$ cat src/rtl/relu_vec_pipe_if.sv
// Valid/ready stream bundle for relu_vec_pipe: input beat with mode, output beat.
// The slave modport is the activation unit's view and the master modport is the driver's view.
interface relu_vec_pipe_if #(
  parameter int unsigned LANES = 4
) ();
  logic                  in_valid;
  logic                  in_ready;
  logic [1:0]            in_mode;
  logic [LANES*32-1:0]   in_data;
  logic                  out_valid;
  logic                  out_ready;
  logic [LANES*32-1:0]   out_data;

  modport slave (
    input  in_valid, in_mode, in_data, out_ready,
    output in_ready, out_valid, out_data
  );

  modport master (
    output in_valid, in_mode, in_data, out_ready,
    input  in_ready, out_valid, out_data
  );
endinterface

$ cat src/rtl/relu_vec_pipe.sv
// Multi-lane FP32 activation (ReLU / leaky / clamp / pass), two-stage valid/ready pipe
// with a saturating count of lanes forced to +0.
module relu_vec_pipe #(
  parameter int unsigned LANES      = 4,
  parameter int unsigned LEAK_SHIFT = 3,
  parameter logic [31:0] CLAMP_VAL  = 32'h40C00000,
  parameter int unsigned CNT_W      = 16
) (
  input  logic              clk,
  input  logic              rst,
  relu_vec_pipe_if.slave    io_bus,
  input  logic              cnt_clr,
  output logic [CNT_W-1:0]  zero_cnt
);

  localparam int unsigned DW = LANES * 32;
  localparam int unsigned ZW = $clog2(LANES + 1);
  localparam int unsigned SW = ((CNT_W > ZW) ? CNT_W : ZW) + 1;

  typedef enum logic [1:0] {
    MODE_RELU  = 2'd0,
    MODE_LEAKY = 2'd1,
    MODE_CLAMP = 2'd2,
    MODE_PASS  = 2'd3
  } mode_e;

  // Returns {forced_to_pos_zero, result} for one lane.
  function automatic logic [32:0] act_lane(input logic [31:0] x, input logic [1:0] mode);
    logic        s;
    logic [7:0]  e;
    logic [22:0] m;
    logic [31:0] r;
    logic        z;
    s = x[31];
    e = x[30:23];
    m = x[22:0];
    r = x;
    z = 1'b0;
    if (e == 8'hFF && m != 23'd0) begin
      r = 32'h7FC00000;
    end else begin
      case (mode_e'(mode))
        MODE_RELU: begin
          if (s) begin
            r = 32'd0;
            z = 1'b1;
          end
        end
        MODE_LEAKY: begin
          // -inf keeps its value; small magnitudes underflow to +0
          if (s && e != 8'hFF) begin
            if (e > 8'(LEAK_SHIFT)) begin
              r = {1'b1, e - 8'(LEAK_SHIFT), m};
            end else begin
              r = 32'd0;
              z = 1'b1;
            end
          end
        end
        MODE_CLAMP: begin
          if (s) begin
            r = 32'd0;
            z = 1'b1;
          end else if (x[30:0] > CLAMP_VAL[30:0]) begin
            r = CLAMP_VAL;
          end
        end
        default: r = x;
      endcase
    end
    return {z, r};
  endfunction

  logic              w_adv;
  logic [DW-1:0]     w_s1_data;
  logic [LANES-1:0]  w_zero;
  logic [ZW-1:0]     w_s1_zcnt;
  logic              w_out_hs;
  logic [SW-1:0]     w_sum;

  logic              r_s1_valid;
  logic [DW-1:0]     r_s1_data;
  logic [ZW-1:0]     r_s1_zcnt;
  logic              r_out_valid;
  logic [DW-1:0]     r_out_data;
  logic [ZW-1:0]     r_out_zcnt;
  logic [CNT_W-1:0]  r_cnt;

  assign w_adv    = !r_out_valid || io_bus.out_ready;
  assign w_out_hs = r_out_valid && io_bus.out_ready;

  for (genvar g = 0; g < LANES; g++) begin : g_lane
    assign {w_zero[g], w_s1_data[g*32 +: 32]} = act_lane(io_bus.in_data[g*32 +: 32], io_bus.in_mode);
  end

  always_comb begin
    w_s1_zcnt = '0;
    for (int i = 0; i < LANES; i++) begin
      w_s1_zcnt = w_s1_zcnt + ZW'(w_zero[i]);
    end
  end

  // S1 compute register and S2 output register, both frozen on stall
  always_ff @(posedge clk or posedge rst) begin
    if (rst) begin
      r_s1_valid  <= 1'b0;
      r_s1_data   <= '0;
      r_s1_zcnt   <= '0;
      r_out_valid <= 1'b0;
      r_out_data  <= '0;
      r_out_zcnt  <= '0;
    end else if (w_adv) begin
      r_s1_valid  <= io_bus.in_valid;
      r_out_valid <= r_s1_valid;
      if (io_bus.in_valid) begin
        r_s1_data <= w_s1_data;
        r_s1_zcnt <= w_s1_zcnt;
      end
      if (r_s1_valid) begin
        r_out_data <= r_s1_data;
        r_out_zcnt <= r_s1_zcnt;
      end
    end
  end

  assign w_sum = SW'(r_cnt) + SW'(r_out_zcnt);

  // Clear has priority over the increment of the same cycle
  always_ff @(posedge clk or posedge rst) begin
    if (rst) begin
      r_cnt <= '0;
    end else if (cnt_clr) begin
      r_cnt <= '0;
    end else if (w_out_hs) begin
      if (w_sum > SW'({CNT_W{1'b1}})) begin
        r_cnt <= {CNT_W{1'b1}};
      end else begin
        r_cnt <= CNT_W'(w_sum);
      end
    end
  end

  assign io_bus.in_ready  = w_adv;
  assign io_bus.out_valid = r_out_valid;
  assign io_bus.out_data  = r_out_data;
  assign zero_cnt         = r_cnt;

endmodule

$ cat src/flat_wrapper.sv
// flat-port wrapper written by rule: the top's interface ports become plain ports
module relu_vec_pipe_flat 
#(
  parameter int unsigned LANES      = 4,
  parameter int unsigned LEAK_SHIFT = 3,
  parameter logic [31:0] CLAMP_VAL  = 32'h40C00000,
  parameter int unsigned CNT_W      = 16
)
  (clk, rst, cnt_clr, zero_cnt, io_bus_in_valid, io_bus_in_mode, io_bus_in_data, io_bus_out_ready, io_bus_in_ready, io_bus_out_valid, io_bus_out_data);
  relu_vec_pipe_if #(.LANES(LANES)) io_bus_i ();
  input  logic clk;
  input  logic rst;
  input  logic cnt_clr;
  output logic [CNT_W-1:0] zero_cnt;
  input wire logic [$bits(io_bus_i.in_valid)-1:0] io_bus_in_valid;
  input wire logic [$bits(io_bus_i.in_mode)-1:0] io_bus_in_mode;
  input wire logic [$bits(io_bus_i.in_data)-1:0] io_bus_in_data;
  input wire logic [$bits(io_bus_i.out_ready)-1:0] io_bus_out_ready;
  output wire logic [$bits(io_bus_i.in_ready)-1:0] io_bus_in_ready;
  output wire logic [$bits(io_bus_i.out_valid)-1:0] io_bus_out_valid;
  output wire logic [$bits(io_bus_i.out_data)-1:0] io_bus_out_data;
  assign io_bus_i.in_valid = io_bus_in_valid;
  assign io_bus_i.in_mode = io_bus_in_mode;
  assign io_bus_i.in_data = io_bus_in_data;
  assign io_bus_i.out_ready = io_bus_out_ready;
  assign io_bus_in_ready = io_bus_i.in_ready;
  assign io_bus_out_valid = io_bus_i.out_valid;
  assign io_bus_out_data = io_bus_i.out_data;
  relu_vec_pipe #(.LANES(LANES), .LEAK_SHIFT(LEAK_SHIFT), .CLAMP_VAL(CLAMP_VAL), .CNT_W(CNT_W)) u_core (.clk(clk), .rst(rst), .io_bus(io_bus_i), .cnt_clr(cnt_clr), .zero_cnt(zero_cnt));
endmodule
$ cat config.mk
export PLATFORM = sky130hd
export DESIGN_NAME = relu_vec_pipe_flat
export DESIGN_NICKNAME = d
export VERILOG_FILES = /design/src/rtl/relu_vec_pipe_if.sv /design/src/rtl/relu_vec_pipe.sv /design/src/flat_wrapper.sv
export SDC_FILE = /design/constraint.sdc
export NUM_CORES = 1
export LEC_CHECK = 0
export CORE_UTILIZATION = 51
export DETAILED_ROUTE_END_ITERATION = 8
export GPL_ROUTABILITY_DRIVEN = 0
export PLACE_DENSITY_LB_ADDON = 0.12
export SETUP_SLACK_MARGIN = 0.3
export SLEW_MARGIN = 20
export SYNTH_ARGS = -nofsm -noshare
export SYNTH_HDL_FRONTEND = slang
export SYNTH_SLANG_ARGS = --single-unit
$ cat constraint.sdc
create_clock -name clk -period 10.5 [get_ports clk]
set_clock_uncertainty 0.05 [all_clocks]
set_input_delay 1.05 -clock clk [delete_from_list [all_inputs] [get_ports clk]]
set_output_delay 1.05 -clock clk [all_outputs]
set_load 0.01 [all_outputs]
==> impl_metrics.env, run 1 <==
export IMPL_antenna_found_initial=1
export IMPL_gr_usage_met1=0.343
export IMPL_avgRoutedWirePerCell_um=19.1
export IMPL_hold_path_startpoint="u_core.r_s1_data[118]$_DFFE_PP0P_"
export IMPL_numCtsBuffers=30
export IMPL_clock_path_buffers=3
export IMPL_drive_gt1_frac=0.148
export IMPL_syn_area_per_cell_um2=11.7
export IMPL_grt_use_total=0.254
export IMPL_whs_path_depth=2
export IMPL_synth_distinct_cells=66
export IMPL_root_buffer="clkbuf_16"
export IMPL_cp_data_required_time_ps=10880
export IMPL_yosys_area_top_type="dfrtp_1"
export IMPL_core_mm2=0.0237
export IMPL_syn_nets=1205
export IMPL_htree_levels=1
export IMPL_ys_warn_count=0
export IMPL_crit_chain="clkdlybuf4s50_1 > nand2_1 > nand2_1 > nor2_1 > a221o_1 > a221oi_1 > nor2_1"
export IMPL_viasPerCell=5.82
export IMPL_synth_most_common_cell="dfrtp_1"
export IMPL_ys_top_cells_by_area="dfrtp_1 (57%), mux2_2 (12%), a22o_1 (6.3%), nor2_1 (2.6%), a21oi_1 (1.8%)"
export IMPL_syn2layout_area_growth_pct=32.5
export IMPL_drt_pass1_iterations=5
export IMPL_die_x_um=158
export IMPL_overflow=0
export IMPL_status="finished clean"
export IMPL_holdBufCountCts=0
export IMPL_drt_initial_drc_count=675
export IMPL_vias=9649
export IMPL_cp_slowest_cell="clkdlybuf4s50_1"
export IMPL_cp_max_fo=24
export IMPL_power_mw=3.40
export IMPL_setup_tns_ps=0
export IMPL_r2r_start="u_core.zero_cnt[0]$_DFFE_PP0P_"
export IMPL_rows=56
export IMPL_seq_area_frac_synth=0.565
export IMPL_grt_pass1_wl_mm=49.7
export IMPL_p_per_area_mw_per_mm2=207
export IMPL_routed_wl_mm=31.6
export IMPL_grt_use_met2=0.408
export IMPL_clk_pin_slew_ps=60
export IMPL_synth_top_area_share=0.565
export IMPL_setup_viol=0
export IMPL_grt_use_met3=0.0602
export IMPL_netlist_area_mm2=0.0124
export IMPL_start_util=0.523
export IMPL_hp_class="flip-flop to flip-flop"
export IMPL_ctsResizeCount=0
export IMPL_portBuffers=280
export IMPL_cts_setup_buffers=0
export IMPL_drc=0
export IMPL_critPathLaunch="io_bus_in_mode[1]"
export IMPL_syn_inst=1055
export IMPL_first_global_vias=9338
export IMPL_start_kind="input port"
export IMPL_die_area_mm2=0.0249
export IMPL_synth_edff_count=0
export IMPL_max_stage_delay_ps=1080
export IMPL_min_period_ps=3690
export IMPL_boundaryPins=281
export IMPL_numClockSinks=280
export IMPL_leakage_nw=7.07
export IMPL_async_flop_share=1.00
export IMPL_worst_ir_drop_vdd_mv=0.107
export IMPL_ant_nets=0
export IMPL_fillers=1828
export IMPL_reg2reg_depth=9
export IMPL_die_h_um=158
export IMPL_fin_nets=1466
export IMPL_finalCritPeriodShare=0.351
export IMPL_cts_tree="built"
export IMPL_endpoint_kind="flip-flop"
export IMPL_grt_max_degree=175
export IMPL_worstSkewPairLatency_ps=550
export IMPL_worst_slew_pin_transition_ps=1040
export IMPL_maxCapViolCount=0
export IMPL_yosys_top_cells_count="dfrtp_1 (280), mux2_2 (133), a22o_1 (89), nor2_1 (87), nand2_1 (53)"
export IMPL_rsz0062_at_grt="false"
export IMPL_critPathArrivalTime_ps=4070
export IMPL_place_hpwl_mm=21.4
export IMPL_maxSlewHeadroom=0.309
export IMPL_clock_fmax_ghz=0.271
export IMPL_timing_final_max_slew_violations=0
export IMPL_top_usage_layer="met2"
export IMPL_ys_seq_elements=280
export IMPL_worstSetupPathType="input port to flip-flop"
export IMPL_synth_flop_cell="dfrtp_1"
export IMPL_finalHoldViolCount=0
## registers in the layout (all words and copies together), names as in the netlist
name,flops
u_core.r_out_zcnt,3
u_core.r_s1_zcnt,3
u_core.io_bus.out_valid,1
u_core.r_s1_data,128
u_core.r_s1_valid,1
u_core.io_bus.out_data,128
u_core.zero_cnt,16
## cell type report
cell class / count / area, µm² / area share
flip-flops and latches: 280 / 7010 / 0.427
diodes: 1 / 2.50 / 0.000152
clock buffers: 48 / 940 / 0.0572
clock inverters: 5 / 27.5 / 0.00168
well taps: 319 / 399 / 0.0243
repair buffers: 288 / 2880 / 0.175
multi-input cells: 694 / 5080 / 0.309
inverters: 22 / 90.1 / 0.00549
## metrics by stage
stage | util | std cells | instance area (µm²) | hold WS, ps | setup WS (ps)
final | 0.693 | 1657 | 16400 | 436 | 6810
after global routing | 0.693 | 1656 | 16400 | 459 | 6650
after CTS | 0.693 | 1656 | 16400 | 442 | 6810
after detailed placement | 0.652 | 1603 | 15400 | 427 | 6310
after global placement | 0.652 | 1603 | 15400 | 411 | 6320
after floorplan | - | 1055 | 12400 | 386 | 1680
## power breakdown
group / internal, mW / switching [mW]
Clock: 0.606 / 0.419
Sequential: 1.32 / 0.131
Combinational: 0.536 / 0.379
Total: 2.47 / 0.929
## cell usage in the layout, fill, tap and decap left out, types with 10 or more instances in the layout
cell / netlist / routed
dfrtp_1: 280 / 280
ha_1: 13 / 13
a21oi_1: 45 / 45
nand2_1: 53 / 51
o21ai_0: 40 / 40
a22o_1: 89 / 89
clkbuf_16: 0 / 31
nor2_1: 87 / 87
nand3_1: 20 / 20
nor3_1: 18 / 18
o31ai_1: 10 / 10
nand4_1: 11 / 11
a31oi_1: 18 / 18
inv_1: 22 / 21
mux2_2: 133 / 133
nor4_1: 28 / 28
clkbuf_8: 0 / 10
clkdlybuf4s50_1: 0 / 280
## logic make-up (layout without fill, tap and decap cells)
kind of cell | after synthesis | after routing | synth area share
AOI/OAI and AO/OA | 260 | 260 | 0.152
other | 0 | 1 | 0
muxes | 135 | 135 | 0.122
buffers and inverters | 81 | 363 | 0.0263
xor gates and xnor gates | 6 | 6 | 0.00424
DFF | 280 | 280 | 0.565
adders and majority gates | 15 | 15 | 0.0164
and+or+nand+nor | 278 | 278 | 0.113
## layer usage
metal  vias up  share of wire
met5         -        0.00041
met2       326           0.48
met1      4816           0.43
met3        53          0.072
met4         2          0.020
li1       4452              -
## worst paths after layout
kind                                                     endpoint  slack (ps)
setup / recovery                 u_core.r_s1_data[57]$_DFFE_PP0P_        6810
setup reg to reg                   u_core.zero_cnt[9]$_DFFE_PP0P_        7540
hold reg to reg                 u_core.r_s1_data[118]$_DFFE_PP0P_         440
hold / removal                  u_core.r_s1_data[118]$_DFFE_PP0P_         440
max in group asynchronous        u_core.r_s1_data[26]$_DFFE_PP0P_        8080
min in group asynchronous  u_core.io_bus.out_data[50]$_DFFE_PP0P_         980
## worst max-delay path: cells and delay by family
| family | cells | cell delay (ps) |
|---|---|---|
| and+or+nand+nor | 4 | 1260 |
| AOI/OAI and AO/OA | 2 | 690 |
| buffers and inverters | 1 | 1080 |
Power figures use the tool's default switching activity.
==> run 2: changes to the inputs <==
--- a/config.mk
+++ b/config.mk
@@ -5,7 +5,7 @@
 export SDC_FILE = /design/constraint.sdc
 export NUM_CORES = 1
 export LEC_CHECK = 0
-export CORE_UTILIZATION = 51
+export CORE_UTILIZATION = 46
 export DETAILED_ROUTE_END_ITERATION = 8
 export GPL_ROUTABILITY_DRIVEN = 0
 export PLACE_DENSITY_LB_ADDON = 0.12
==> constraint.sdc (replaced) <==
create_clock -name clk -period 3.3 [get_ports clk]
set_clock_uncertainty 0.05 [all_clocks]
set_input_delay 0.33 -clock clk [delete_from_list [all_inputs] [get_ports clk]]
set_output_delay 0.33 -clock clk [all_outputs]
set_load 0.01 [all_outputs]
==> impl_metrics.env, run 2 (same netlist as run 1, synthesis figures left out) <==
export IMPL_place_hpwl_mm=23.0
export IMPL_cp_max_fo=10
export IMPL_status="finished, violations left"
export IMPL_timing_final_max_slew_violations=0
export IMPL_worstSkewPairLatency_ps=540
export IMPL_ant_nets=0
export IMPL_violations="design-rule violations"
export IMPL_leakage_nw=7.35
export IMPL_numClockSinks=280
export IMPL_clock_fmax_ghz=0.360
export IMPL_placed_cells=1666
export IMPL_drt_initial_drc_count=691
export IMPL_critPathArrivalTime_ps=3150
export IMPL_root_buffer="clkbuf_16"
export IMPL_drc=42
export IMPL_maxCapViolCount=0
export IMPL_boundaryPins=281
export IMPL_finalHoldViolCount=0
export IMPL_avgRoutedWirePerCell_um=18.9
export IMPL_numCtsBuffers=30
export IMPL_portBuffers=280
export IMPL_grt_pass1_wl_mm=52.5
export IMPL_drive_gt1_frac=0.181
export IMPL_first_global_vias=9637
export IMPL_start_kind="flip-flop"
export IMPL_syn2layout_area_growth_pct=36.7
export IMPL_clock_path_buffers=3
export IMPL_viasPerCell=5.67
export IMPL_fillers=2129
export IMPL_worst_ir_drop_vdd_mv=0.449
export IMPL_routed_wl_mm=32.5
export IMPL_power_mw=11.0
export IMPL_final_util=0.645
export IMPL_grt_use_total=0.236
export IMPL_start_util=0.472
export IMPL_maxSlewHeadroom=0.512
export IMPL_p_per_area_mw_per_mm2=652
export IMPL_core_mm2=0.0263
export IMPL_worst_slew_pin_transition_ps=726
export IMPL_fin_nets=1513
export IMPL_vias=9754
export IMPL_reg2reg_depth=10
export IMPL_antenna_found_initial=3
export IMPL_setup_tns_ps=0
export IMPL_die_x_um=166
export IMPL_final_cell_mix="clkdlybuf4s50_1 (280), dfrtp_1 (280), mux2_2 (133), a22o_1 (89), nor2_1 (87)"
export IMPL_drt_pass1_iterations=9
export IMPL_overflow=0
export IMPL_cts_setup_buffers=0
export IMPL_pre_cts_ws_ps=39.1
export IMPL_cp_data_required_time_ps=3680
export IMPL_min_period_ps=2780
export IMPL_setup_ws_ps=521
export IMPL_finalCritPeriodShare=0.842
export IMPL_endpoint_kind="flip-flop"
export IMPL_setup_viol=0
export IMPL_hp_class="input port to asynchronous set/reset pin"
export IMPL_rows=59
export IMPL_clk_pin_slew_ps=60
export IMPL_rsz0062_at_grt="false"
export IMPL_final_cells=1721
export IMPL_die_h_um=166
export IMPL_grt_max_degree=90
export IMPL_cts_tree="built"
export IMPL_worstSetupPathType="flip-flop to flip-flop"
export IMPL_die_area_mm2=0.0276
export IMPL_htree_levels=1
[run 2: worst max-delay path, stage by stage, from the launching register on]
cell	delay, ps
dfrtp_1	380
ha_1	190
inv_1	50
fa_1	390
nand2b_1	200
a211oi_2	350
nand3_1	290
buf_4	260
nand2_1	130
nor2_1	90
a211oi_1	280
[run 2: per-layer routing]
metal | part of all wire | wire [µm] | global-route usage
met1 | 0.44 | 14400 | 0.331
met2 | 0.47 | 15200 | 0.378
met3 | 0.070 | 2290 | 0.0481
met4 | 0.018 | 580 | 0.0544
met5 | 0.00040 | 13 | 0
[run 2: through the flow]
stage	cell area, µm²	hold WS [ps]
floorplan	12400	346
global placement	15900	407
detailed placement	15900	420
CTS	16900	209
global route	16900	256
finish	16900	196
[run 2: worst paths after layout]
| path | startpoint | end | slack (ps) |
|---|---|---|---|
| worst max-delay path | u_core.zero_cnt[0]$_DFFE_PP0P_ | u_core.zero_cnt[11]$_DFFE_PP0P_ | 520 |
| worst min-delay path | rst | u_core.io_bus.out_data[97]$_DFFE_PP0P_ | 200 |
| worst max register to register | u_core.zero_cnt[0]$_DFFE_PP0P_ | u_core.zero_cnt[11]$_DFFE_PP0P_ | 520 |
| worst min register to register | u_core.r_s1_data[118]$_DFFE_PP0P_ | u_core.r_s1_data[118]$_DFFE_PP0P_ | 430 |
| max in group asynchronous | rst | u_core.r_s1_data[14]$_DFFE_PP0P_ | 2110 |
| min in group clk | io_bus_in_data[104] | u_core.r_s1_data[104]$_DFFE_PP0P_ | 370 |
[run 2: repair_timing]
item | CTS | global route
setup endpoints to repair | 0 | 5
gates resized for setup | 0 | 1
hold buffers | 0 | 0
[run 2: cell type report]
class / instances / area (µm²) / area share
flip-flops and latches: 280 / 7010 / 0.414
multi-input cells: 694 / 5080 / 0.300
repair buffers: 335 / 3300 / 0.195
clock buffers: 45 / 938 / 0.0554
well taps: 335 / 419 / 0.0247
clock inverters: 9 / 100 / 0.00591
inverters: 22 / 86.3 / 0.00510
diodes: 1 / 2.50 / 0.000148
[run 2: power breakdown]
group | internal (mW) | switching (mW)
Sequential | 4.21 | 0.414
Clock | 2.10 | 1.33
Combinational | 1.75 | 1.23
Total | 8.07 | 2.98
==> run 3: changes to the inputs <==
--- a/config.mk
+++ b/config.mk
@@ -5,7 +5,7 @@
 export SDC_FILE = /design/constraint.sdc
 export NUM_CORES = 1
 export LEC_CHECK = 0
-export CORE_UTILIZATION = 46
+export CORE_UTILIZATION = 51
 export DETAILED_ROUTE_END_ITERATION = 8
 export GPL_ROUTABILITY_DRIVEN = 0
 export PLACE_DENSITY_LB_ADDON = 0.12
==> constraint.sdc (replaced) <==
create_clock -name clk -period 2.9 [get_ports clk]
set_clock_uncertainty 0.05 [all_clocks]
set_input_delay 0.29 -clock clk [delete_from_list [all_inputs] [get_ports clk]]
set_output_delay 0.29 -clock clk [all_outputs]
set_load 0.01 [all_outputs]
==> impl_metrics.env, run 3 (same netlist as run 1, synthesis figures left out) <==
export IMPL_antenna_found_initial=3
export IMPL_die_x_um=158
export IMPL_cp_slowest_cell="or4_4"
export IMPL_p_int_mw=8.88
export IMPL_boundaryPins=281
export IMPL_cp_num_buf_inv=3
export IMPL_hp_class="input port to flip-flop"
export IMPL_pwr_share_comb=0.281
export IMPL_rsz0062_at_grt="false"
export IMPL_p_per_area_mw_per_mm2=712
export IMPL_start_util=0.523
export IMPL_worst_ir_drop_vdd_mv=0.657
export IMPL_clock_path_buffers=3
export IMPL_maxCapViolCount=0
export IMPL_max_stage_delay_ps=500
export IMPL_cp_data_required_time_ps=3280
export IMPL_avgRoutedWirePerCell_um=19.0
export IMPL_endpoint_kind="flip-flop"
export IMPL_drt_initial_drc_count=585
export IMPL_numCtsBuffers=29
export IMPL_clk_pin_slew_ps=60
export IMPL_worstSetupPathType="input port to flip-flop"
export IMPL_finalHoldViolCount=0
export IMPL_status="finished clean"
export IMPL_viasPerCell=5.76
export IMPL_vias=10000
export IMPL_ant_nets=0
export IMPL_maxSlewHeadroom=0.563
export IMPL_min_period_ps=2500
export IMPL_worstSkewPairLatency_ps=550
export IMPL_drc=0
export IMPL_routed_wl_mm=33.2
export IMPL_start_kind="input port"
export IMPL_numClockSinks=280
export IMPL_grt_max_degree=76
export IMPL_fillers=1746
export IMPL_switching_share=0.276
export IMPL_die_h_um=158
export IMPL_fin_nets=1555
export IMPL_overflow=0
export IMPL_cp_max_fo=2
export IMPL_p_seq_frac=0.431
export IMPL_multi_input_area_mm2=0.00514
export IMPL_crit_chain="clkdlybuf4s50_1 > or4_4 > or3_4 > o21ai_2 > and3_4 > ha_1 > inv_1 > fa_1 > inv_1 > ha_1 > nand2_1 > nand2_1"
export IMPL_leakage_nw=7.55
export IMPL_drive_gt1_frac=0.206
export IMPL_seq_area_mm2=0.00701
export IMPL_worst_slew_pin_transition_ps=654
export IMPL_root_buffer="clkbuf_16"
export IMPL_rows=56
export IMPL_first_global_vias=9966
export IMPL_critPathArrivalTime_ps=2880
export IMPL_die_area_mm2=0.0249
export IMPL_finalCritPeriodShare=0.862
export IMPL_p_sw_mw=3.39
export IMPL_post_route_cell_area_mm2=0.0172
export IMPL_final_cell_mix="dfrtp_1 (280), clkdlybuf4s50_1 (276), mux2_2 (133), a22o_1 (89), nor2_1 (87)"
export IMPL_clock_fmax_ghz=0.400
export IMPL_p_clk_frac=0.288
export IMPL_core_mm2=0.0237
export IMPL_portBuffers=280
export IMPL_timing_final_max_slew_violations=0
export IMPL_drt_pass1_iterations=5
export IMPL_setup_viol=0
export IMPL_place_hpwl_mm=23.7
export IMPL_layout_commonest_cell="dfrtp_1"
export IMPL_placed_area_mm2=0.0162
export IMPL_syn2layout_area_growth_pct=38.9
export IMPL_grt_use_total=0.265
export IMPL_htree_levels=1
export IMPL_setup_tns_ps=0
export IMPL_crit_family="simple AND/OR/NAND/NOR gates"
export IMPL_cts_tree="built"
export IMPL_grt_pass1_wl_mm=52.2
==> run 3: cell count changes in the layout (fill, tap and decap cells not counted), sizes merged <==
cell / previous run / this run
clkbuf: 45 / 42
dlymetal6s2s: 0 / 4
clkinv: 5 / 7
buf: 55 / 97
dlygate4sd3: 0 / 1
clkdlybuf4s50: 280 / 276
inv: 21 / 22
bufinv: 2 / 1
clkinvlp: 3 / 1
==> run 3: stage by stage <==
stage	power, mW	util	std cells	worst slack [ps]	hold WS [ps]
2_1_floorplan	6.80	-	1055	-1150	306
3_3_place_gp	8.70	0.684	1690	-236	414
3_5_place_dp	8.80	0.684	1690	-303	423
4_1_cts	12.4	0.723	1741	280	147
5_1_grt	12.8	0.727	1744	295	42.4
6_report	12.3	0.727	1745	400	37.1
==> run 3: power groups by stage <==
stage | clock [mW] | sequential [mW] | combinational (mW)
after detailed placement | 0 | 5.34 | 3.46
after CTS | 3.60 | 5.29 | 3.48
after floorplan | 0 | 5.53 | 1.27
after global routing | 3.75 | 5.39 | 3.69
after global placement | 0 | 5.29 | 3.40
final | 3.53 | 5.28 | 3.45
==> run 3: worst register-to-register path, delay by kind of cell, from the launching register on <==
kind / cells / cell delay [ps]
AO/OA/AOI/OAI: 2 / 530
adder cells (fa/ha/maj): 2 / 570
buffers and inverters: 2 / 240
flip-flops: 1 / 380
AND/OR/NAND/NOR: 4 / 570
==> run 3: path summary, 6_finish.rpt <==
check | from | slack [ps] | to | depth (start not counted)
max | io_bus_in_data[60] | 400 | u_core.r_s1_zcnt[1]$_DFFE_PP0P_ | 12
min | io_bus_in_data[52] | 40 | u_core.r_s1_data[52]$_DFFE_PP0P_ | 2
max reg2reg | u_core.zero_cnt[0]$_DFFE_PP0P_ | 450 | u_core.zero_cnt[11]$_DFFE_PP0P_ | 10
min reg2reg | u_core.r_s1_data[95]$_DFFE_PP0P_ | 440 | u_core.r_s1_data[95]$_DFFE_PP0P_ | 2
max in group asynchronous | rst | 1870 | u_core.r_s1_data[15]$_DFFE_PP0P_ | 3
min in group asynchronous | rst | 140 | u_core.io_bus.out_data[100]$_DFFE_PP0P_ | 2
==> run 3: what timing repair did <==
item	CTS	global route
setup buffers	0	2
pin swaps	0	5
resized for setup	2	15
endpoints found under the hold margin	0	1
gates cloned	0	0
setup endpoints to repair	6	6
hold buffers	0	1
==> run 3: cell type report <==
type | count | share of cell area
flip-flops and latches | 280 | 0.407
multi-input cells | 694 | 0.299
repair buffers | 378 | 0.214
clock buffers | 42 | 0.0479
well taps | 319 | 0.0232
inverters | 22 | 0.00501
clock inverters | 9 | 0.00451
diodes | 1 | 0.000145
==> run 3: metal layers <==
layer / share of wire / GRT usage
met5: 0.00075 / 0
met4: 0.027 / 0.0795
met3: 0.071 / 0.0509
met1: 0.42 / 0.355
met2: 0.48 / 0.436
